$ cat config.mk
export PLATFORM = sky130hd
export DESIGN_NAME = rpn_alu_arbiter
export DESIGN_NICKNAME = d
export VERILOG_FILES = /design/src/rtl/rpn_pkg.sv /design/src/rtl/rr_picker.sv /design/src/rtl/rpn_alu_arbiter.sv
export SDC_FILE = /design/constraint.sdc
export NUM_CORES = 1
export LEC_CHECK = 0
export CAP_MARGIN = 20
export CORE_MARGIN = 3
export CORE_UTILIZATION = 30
export DETAILED_ROUTE_END_ITERATION = 16
export PLACE_DENSITY = 0.69
export SYNTH_ARGS = -nofsm -noshare
export SYNTH_HDL_FRONTEND = slang
export SYNTH_HIERARCHICAL = 1
export SYNTH_SLANG_ARGS = --single-unit
$ cat constraint.sdc
create_clock -name CLK -period 2.3 [get_ports CLK]
set_clock_uncertainty 0.1 [all_clocks]
set_input_delay 0.46 -clock CLK [delete_from_list [all_inputs] [get_ports CLK]]
set_output_delay 0.46 -clock CLK [all_outputs]
set_load 0.03 [all_outputs]
$ cat src/rtl/rpn_pkg.sv
// Shared constants and FSM state encoding for the RPN ALU arbiter.
package rpn_pkg;

    localparam logic [7:0] EQU = 8'h3d;   // '=' ends an expression
    localparam logic [7:0] ERR = 8'h3f;   // '?' returned on an aborted expression

    typedef enum logic [2:0] {
        IDLE     = 3'd0,
        SEND     = 3'd1,
        GAP      = 3'd2,
        HOLD     = 3'd3,
        WAIT_RES = 3'd4,
        DELIVER  = 3'd5,
        ABORT    = 3'd6
    } arb_state_t;

endpackage

$ cat src/rtl/rr_picker.sv
// Combinational round-robin picker: first requester at or after ptr, wrapping.
module rr_picker #(
    parameter int N_REQ = 2,
    parameter int PW    = $clog2(N_REQ)
) (
    input  logic [N_REQ-1:0] req,
    input  logic [PW-1:0]    ptr,
    output logic [N_REQ-1:0] onehot,
    output logic [PW-1:0]    idx,
    output logic             valid
);

    logic [PW-1:0] cand;

    // Walk the requesters starting at ptr; the first one found wins
    always_comb begin
        onehot = '0;
        idx    = '0;
        valid  = 1'b0;
        cand   = '0;
        for (int k = 0; k < N_REQ; k++) begin
            if (int'(ptr) + k >= N_REQ) begin
                cand = PW'(int'(ptr) + k - N_REQ);
            end else begin
                cand = PW'(int'(ptr) + k);
            end
            if (!valid && req[cand]) begin
                valid        = 1'b1;
                idx          = cand;
                onehot[cand] = 1'b1;
            end
        end
    end

endmodule

$ cat src/rtl/rpn_alu_arbiter.sv
// Shares one RPN ALU between N_REQ character sources at expression granularity.
// A winner owns the ALU from its first char until its '=' result is delivered;
// chars are paced so the ALU gets MIN_GAP idle cycles after each accept.
// Optional: define RPN_ARB_TIMEOUT_EN to abort an expression whose owner stalls
// TIMEOUT_CYC cycles in HOLD (injects '=', returns '?').
//
// state    | meaning
// ---------+---------------------------------------------------------------
// IDLE     | no owner; round-robin pick among requesters
// SEND     | ALU_IN_STB high with owner char, waiting ALU_IN_ACK
// GAP      | pacing delay of MIN_GAP cycles after an accepted char
// HOLD     | owner has no char ready; grant kept, others ignored
// WAIT_RES | '=' sent, waiting ALU result
// DELIVER  | result presented to owner, waiting its REQ_OUT_ACK
// ABORT    | owner stalled too long; inject '=' (timeout build only)
module rpn_alu_arbiter #(
    parameter int N_REQ   = 2,
    parameter int MIN_GAP = 3
`ifdef RPN_ARB_TIMEOUT_EN
    , parameter int TIMEOUT_CYC = 1024
`endif
) (
    input  logic                 CLK,
    input  logic                 RST,
    input  logic [N_REQ-1:0]     REQ_IN_STB,
    input  logic [8*N_REQ-1:0]   REQ_IN_CHAR,
    output logic [N_REQ-1:0]     REQ_IN_ACK,
    output logic [N_REQ-1:0]     REQ_OUT_STB,
    output logic [7:0]           REQ_OUT_CHAR,
    input  logic [N_REQ-1:0]     REQ_OUT_ACK,
    output logic [N_REQ-1:0]     GRANT,
    output logic                 ALU_IN_STB,
    output logic [7:0]           ALU_IN_CHAR,
    input  logic                 ALU_IN_ACK,
    input  logic                 ALU_OUT_STB,
    input  logic [7:0]           ALU_OUT_CHAR,
    output logic                 ALU_OUT_ACK
);

    import rpn_pkg::*;

    localparam int PW = $clog2(N_REQ);
    localparam int GW = $clog2(MIN_GAP);
`ifdef RPN_ARB_TIMEOUT_EN
    localparam int TW = $clog2(TIMEOUT_CYC);
`endif

    arb_state_t       state_q, state_d;
    logic [N_REQ-1:0] grant_q, grant_d;
    logic [PW-1:0]    owner_q, owner_d;
    logic [PW-1:0]    ptr_q, ptr_d;        // highest-priority index for the next pick
    logic [7:0]       char_q, char_d;
    logic [7:0]       res_q, res_d;
    logic [GW-1:0]    gap_q, gap_d;
    logic [N_REQ-1:0] in_ack_q, in_ack_d;
    logic             out_ack_q, out_ack_d;
    logic             abort_q, abort_d;    // current '=' was injected, not from the owner
`ifdef RPN_ARB_TIMEOUT_EN
    logic [TW-1:0]    to_q, to_d;
`endif

    logic [7:0]       req_char [N_REQ];
    logic [N_REQ-1:0] pick_onehot;
    logic [PW-1:0]    pick_idx;
    logic             pick_valid;
    logic             owner_stb;

    for (genvar g = 0; g < N_REQ; g++) begin : g_char
        assign req_char[g] = REQ_IN_CHAR[8*g +: 8];
    end

    rr_picker #(.N_REQ(N_REQ), .PW(PW)) u_picker (
        .req    (REQ_IN_STB),
        .ptr    (ptr_q),
        .onehot (pick_onehot),
        .idx    (pick_idx),
        .valid  (pick_valid)
    );

    assign owner_stb = REQ_IN_STB[owner_q];

    // Next-state and next-register values
    always_comb begin
        state_d   = state_q;
        grant_d   = grant_q;
        owner_d   = owner_q;
        ptr_d     = ptr_q;
        char_d    = char_q;
        res_d     = res_q;
        gap_d     = gap_q;
        in_ack_d  = '0;
        out_ack_d = 1'b0;
        abort_d   = abort_q;
`ifdef RPN_ARB_TIMEOUT_EN
        to_d      = to_q;
`endif
        case (state_q)
            IDLE: begin
                if (pick_valid) begin
                    grant_d = pick_onehot;
                    owner_d = pick_idx;
                    ptr_d   = (pick_idx == PW'(N_REQ - 1)) ? '0 : pick_idx + 1'b1;
                    char_d  = req_char[pick_idx];
                    state_d = SEND;
                end
            end
            SEND: begin
                if (ALU_IN_ACK) begin
                    if (!abort_q) begin
                        in_ack_d = grant_q;
                    end
                    if (char_q == EQU) begin
                        state_d = WAIT_RES;
                    end else begin
                        gap_d   = GW'(MIN_GAP - 1);
                        state_d = GAP;
                    end
                end
            end
            GAP: begin
                if (gap_q == '0) begin
                    if (owner_stb) begin
                        char_d  = req_char[owner_q];
                        state_d = SEND;
                    end else begin
`ifdef RPN_ARB_TIMEOUT_EN
                        to_d    = TW'(TIMEOUT_CYC - 1);
`endif
                        state_d = HOLD;
                    end
                end else begin
                    gap_d = gap_q - 1'b1;
                end
            end
            HOLD: begin
                if (owner_stb) begin
                    char_d  = req_char[owner_q];
                    state_d = SEND;
                end
`ifdef RPN_ARB_TIMEOUT_EN
                else if (to_q == '0) begin
                    state_d = ABORT;
                end else begin
                    to_d = to_q - 1'b1;
                end
`endif
            end
`ifdef RPN_ARB_TIMEOUT_EN
            ABORT: begin
                char_d  = EQU;
                abort_d = 1'b1;
                state_d = SEND;
            end
`endif
            WAIT_RES: begin
                if (ALU_OUT_STB) begin
                    res_d     = abort_q ? ERR : ALU_OUT_CHAR;
                    out_ack_d = 1'b1;
                    state_d   = DELIVER;
                end
            end
            DELIVER: begin
                if (|(REQ_OUT_ACK & grant_q)) begin
                    grant_d = '0;
                    abort_d = 1'b0;
                    state_d = IDLE;
                end
            end
            default: begin
                grant_d = '0;
                abort_d = 1'b0;
                state_d = IDLE;
            end
        endcase
    end

    // State and datapath registers, cleared asynchronously by RST
    always_ff @(posedge CLK or posedge RST) begin
        if (RST) begin
            state_q   <= IDLE;
            grant_q   <= '0;
            owner_q   <= '0;
            ptr_q     <= '0;
            char_q    <= '0;
            res_q     <= '0;
            gap_q     <= '0;
            in_ack_q  <= '0;
            out_ack_q <= 1'b0;
            abort_q   <= 1'b0;
`ifdef RPN_ARB_TIMEOUT_EN
            to_q      <= '0;
`endif
        end else begin
            state_q   <= state_d;
            grant_q   <= grant_d;
            owner_q   <= owner_d;
            ptr_q     <= ptr_d;
            char_q    <= char_d;
            res_q     <= res_d;
            gap_q     <= gap_d;
            in_ack_q  <= in_ack_d;
            out_ack_q <= out_ack_d;
            abort_q   <= abort_d;
`ifdef RPN_ARB_TIMEOUT_EN
            to_q      <= to_d;
`endif
        end
    end

    assign GRANT        = grant_q;
    assign ALU_IN_STB   = (state_q == SEND);
    assign ALU_IN_CHAR  = char_q;
    assign ALU_OUT_ACK  = out_ack_q;
    assign REQ_IN_ACK   = in_ack_q;
    assign REQ_OUT_STB  = (state_q == DELIVER) ? grant_q : '0;
    assign REQ_OUT_CHAR = res_q;

endmodule

==> qor.yml <==
outcome:
  status: "complete, no violations"
timing:
  relSlewSlack: 0.660
  fin_crit_sh: 0.910
  slew_viol_final: 0
  period_needed_ps: 2090
  final_hold_viol_count: 0
  grt_setup_unrepaired: "false"
  setup_viol: 0
  timing.fmax_ghz: 0.478
  worstMarginPinSlew_ps: 510
pwr:
  p_sw_uw: 967
  p_seq_frac: 0.292
  vdd_ir_drop_max_mv: 0.483
  finalPower_uw: 2650
  power_density_nw_per_um2: 1170
  combPwrFrac: 0.562
  p_sw_frac: 0.364
  p_int_uw: 1690
  p_leak_uw: 0.00104
  clkPwrFrac: 0.146
synth:
  synth_top_area_share: 0.467
  syn_avg_cell_area_um2: 12.3
  ys_types: 38
  synth.area.top_cells: "dfrtp_1 47%, mux2_4 9.0%, mux2_2 6.8%, mux2_1 6.0%, and3_1 2.5%"
  ys.flop_type: "dfrtp_1"
  syn-num-nets: 155
  netlist_top_cells_count: "28 x dfrtp_1, 9 x mux2_2, 9 x mux2_4, 9 x nand2_1, 8 x mux2_1"
  synth_warnings: 6
  ys_ff_latch: 28
  yosysTopAreaCell: "dfrtp_1"
  synth-edff-count: 0
  netlist_instances: 122
  syn_area_um2: 1500
  ys_async_sr_fraction: 1.00
  seq_area_frac_synth: 0.467
  yosysMostFrequentCell: "dfrtp_1"
placed_design:
  portBuffers: 55
  dp_cells: 249
  dp_hpwl_um: 2450
  place_area_um2: 2180
  place.gp.congestion: 0.820
floorplan:
  core_area_um2: 4790
  row_count: 25
  start_util: 0.313
  io_pins: 56
  die_width_um: 76.7
  dieArea_um2: 5890
  dieHeight_um: 76.7
worst_setup_path:
  crit_required_ps: 1740
  crit_fanout: 15
  cp.arrival_ps: 1530
  endpoint_kind: "output port"
  rr_worst_depth: 5
  startpoint_type: "flop"
  critical_path_class: "reg2out"
routing:
  wl_per_cell_um: 12.5
  wl_um: 3160
  drt-pass1-iter-count: 4
  viasPerCell: 4.73
  drc_errors: 0
  via_count: 1196
  ant_nets: 0
  first_iter_violations: 43
global_routing:
  antenna_found_initial: 0
  grtUsageTotal: 0.111
  overflow: 0
  grt_pass1_wl_um: 5350
  grt_max_degree: 17
  first_global_vias: 1187
clocking:
  cts.sinks: 28
  cts_max_path_buffers: 2
  htree_levels: 1
  insertion_delay_ps: 280
  clockRootBuffer: "clkbuf_8"
  tritoncts: "yes"
  path_clk_slew_ps: 100
  cts-buffers-inserted: 3
worst_hold_path:
  holdCritPathClass: "in2async"
cells_and_area:
  design_area_um2: 2260
  syn_to_final_growth_pct: 50.7
  nets: 220
  multiInputGateArea_um2: 746
  final_layout_size_suffix_gt1_frac: 0.215
  fill_cells: 462
  regArea_um2: 701
  final_cells: 253
  utilization: 0.472
  diodes: 0
run:
  maxCapViolations: 0
stage by stage:
step | setup TNS (ps) | setup slack (ps) | hold WS [ps]
4_1_cts | 0 | 5.42 | 226
5_1_grt | 0 | 120 | 250
3_3_place_gp | -374 | -49.8 | 386
3_5_place_dp | -363 | -55.0 | 395
6_report | 0 | 208 | 232
2_1_floorplan | 0 | 175 | 358
timing repair:
item,CTS,global route
hold buffers,0,0
cloned,0,0
setup buffers,0,0
endpoints found under the setup margin,1,2
pin swaps,0,0
resized for setup,1,2
path summary, 6_finish.rpt:
path                                  end        from  slack (ps)
max                            ALU_IN_STB  state_q[2]         210
min                        ALU_IN_CHAR[7]         RST         230
max reg2reg                    state_q[0]  state_q[2]         340
min reg2reg                      gap_q[0]    gap_q[0]         410
max in group asynchronous        gap_q[1]         RST        1500
min in group CLK                 gap_q[0]    gap_q[0]         410
logic make-up (layout without fill, tap and decap cells):
kind of cell	after synthesis	after routing	share of synthesized area
simple gates	36	36	0.153
compound gates	18	18	0.0867
flops	28	28	0.467
fa+ha+maj	1	1	0.00834
buf+inv	10	74	0.0392
mux	29	29	0.246
per-layer routing:
layer,up-vias,share of wire,global-route usage,routed length [um]
li1,572,-,-,-
met1,573,0.43,0.135,1350
met2,43,0.48,0.185,1530
met3,8,0.061,0.0200,192
met4,0,0.029,0.0598,92
met5,-,0,0,0
placed cells by master (no fill, tap or decap), drive strengths merged, types with 2 or more instances in the layout:
cell type	count
nand4b	2
buf	12
nand2	9
o21ai	5
inv	4
mux2i	3
dfrtp	28
and3	7
clkbuf	3
nor2	6
clkdlybuf4s50	52
a21o	2
mux2	26
a22o	2
a21oi	2
a21boi	3
nor4b	3
power groups by stage:
stage	registers, uW	logic [uW]	clock network [uW]
final	774	1490	388
after floorplan	973	805	0
after global routing	800	1600	417
after CTS	780	1500	402
after detailed placement	789	1490	0
after global placement	786	1480	0
final cells by class:
type | instances | share of cell area
repair buffers | 66 | 0.285
well taps | 67 | 0.0371
flip-flops and latches | 28 | 0.310
clock inverters | 1 | 0.0133
inverters | 4 | 0.00664
clock buffers | 3 | 0.0183
multi-input cells | 84 | 0.330
registers in the layout (all words and copies together), names as in the netlist:
register and cells:
ALU_IN_CHAR 8, ALU_OUT_ACK 1, GRANT 2, REQ_IN_ACK 2, REQ_OUT_CHAR 8, gap_q 2, owner_q 1, ptr_q 1
state_q 3
critical path, cell delays in order, from the launching register on:
cell and delay, ps:
dfrtp_1 470, buf_4 220, nor3b_2 240, buf_4 160, buf_4 150
(Power assumes the default switching activity.)
==> patch (same settings) <==
Build with the macro `RPN_ARB_TIMEOUT_EN` defined.
--- a/src/rtl/rpn_alu_arbiter.sv
+++ b/src/rtl/rpn_alu_arbiter.sv
@@ -15,2 +15,4 @@
 // ABORT    | owner stalled too long; inject '=' (timeout build only)
+`define RPN_ARB_TIMEOUT_EN
+
 module rpn_alu_arbiter #(
Behaviour: no difference found for any inputs over 10 cycles, from zero or initial values and one cycle with RST high; that may be too few to reach the edited logic, so the function may still have changed.
==> patch against the original RTL <==
- setup slack worse by 120 ps
- wire length is 67% higher
- global-route usage grew 2.7 points
- synthesized area grew 40%
- largest power group unchanged
- sequential power grew 64%
- sequential cell count up 11
- critical path type unchanged
- clock power up 34%
- design area increased by 31%
- critical path depth did not move
- fmax fell by 5.3%
- power up 45%
- synthesized cell count rose by 76%
==> patch: results (changes against the original RTL) <==
- Gate power share: 53.5% (-2.7 points)
- Net Sw Power: 1.62 mW (+67%)
- Crit path max fanout: 9 (-6)
- Clock-pin slew on the worst setup and hold paths: 80 ps (-20 ps)
- Cells on worst reg2reg path: 6 (+1)
- I/O Buffers: 55 (unchanged)
- Flop-to-flop setup slack: 150 ps (-190 ps)
- First-pass GRT wire length: 8620 um (+61%)
- Synth Area in Compound Gates: 20.9% (+12 points)
- Top post-synthesis cells by area: dfrtp_1 (47%), nor2_1 (5.0%), o31ai_1 (3.6%)
- Share of layout cells above drive strength 1: 15.1% (-6.4 points)
- Vias in the first global route: 1851 (+56%)
- Iter 0 DRT Violations: 98 (+130%)
- HPWL after detailed placement: 3970 um (+62%)
- Synth top cells by count: dfrtp_1 (39), nor2_1 (28), nand2_1 (16)
- Nets: 318 (+45%)
- Distinct cells, synth: 49 (+29%)
- Total Routed Length: 5280 um (+67%)
- Wire length per cell: 14.0 um (+12%)
- Worst EP arrival: 1650 ps (+120 ps)
- Maximum VDD drop: 0.683 mV (+41%)
- Post-synthesis mux area share: 7.29% (-17 points)
- Cell Pwr Density: 1300 nW/um2 (+11%)
- Worst Tran Pin Value: 662 ps (+152 ps)
- Num CTS Buffers: 5 (+2)
- Hold slack: 387 ps (+155 ps)
- Post-synthesis adder-cell area fraction: 1.19% (+0.36 points)
- Sequential area share after synthesis: 46.6% (-0.11 points)
- Cell Count Post-Placement: 370 (+49%)
- Clk network pwr share: 13.5% (-1.1 points)
- RD Place Congestion: 0.787 (-4.1%)
- Vias per cell: 4.93 (+4.3%)
- Post-Syn Instances: 215 (+76%)
- Final Cycle Share: 96.1% (+5.1 points)
- P_leak: 1.25 nW (+20%)
- Worst slack, placed: -77.0 ps (-22.0 ps)
- Status: completed
- Crit-path leading delay family: simple AND/OR/NAND/NOR gates
- H-tree Lvls: 2 (+1)
- Crit path capture: REQ_OUT_STB[0]
- All-Layer GR Usage: 13.8% (+2.7 points)
==> patch: changes by cell type after synthesis, moves of 7 or more <==
cell	delta
o31ai_1	+10
o21ai_0	+8
inv_1	+9
nand2_1	+7
dfrtp_1	+11
a21oi_1	+7
mux2_4	-8
nor2_1	+22
mux2_1	-8
==> patch: cell type report <==
class | instances | area, um2
Inverter | 13 | 48.8
Sequential cell | 39 | 976
Fill cell | 644 | 3610
Multi-Input combinational cell | 153 | 1030
Clock buffer | 8 | 100
Timing Repair Buffer | 72 | 684
Tap cell | 93 | 116
==> patch: repair_timing <==
| action | in CTS | in global routing |
|---|---|---|
| pin swaps | 0 | 0 |
| hold buffers | 0 | 0 |
| setup endpoints to repair | 1 | 1 |
| gates resized for setup | 1 | 1 |
==> patch: layer usage <==
metal  vias to the layer above  track usage [%]  routed length (um)
met3                         2             3.96                 242
met2                        45             23.1                2570
met1                       903             17.6                2460
met5                         -                0                   0
met4                         0             2.84                   8
li1                        914                -                   -
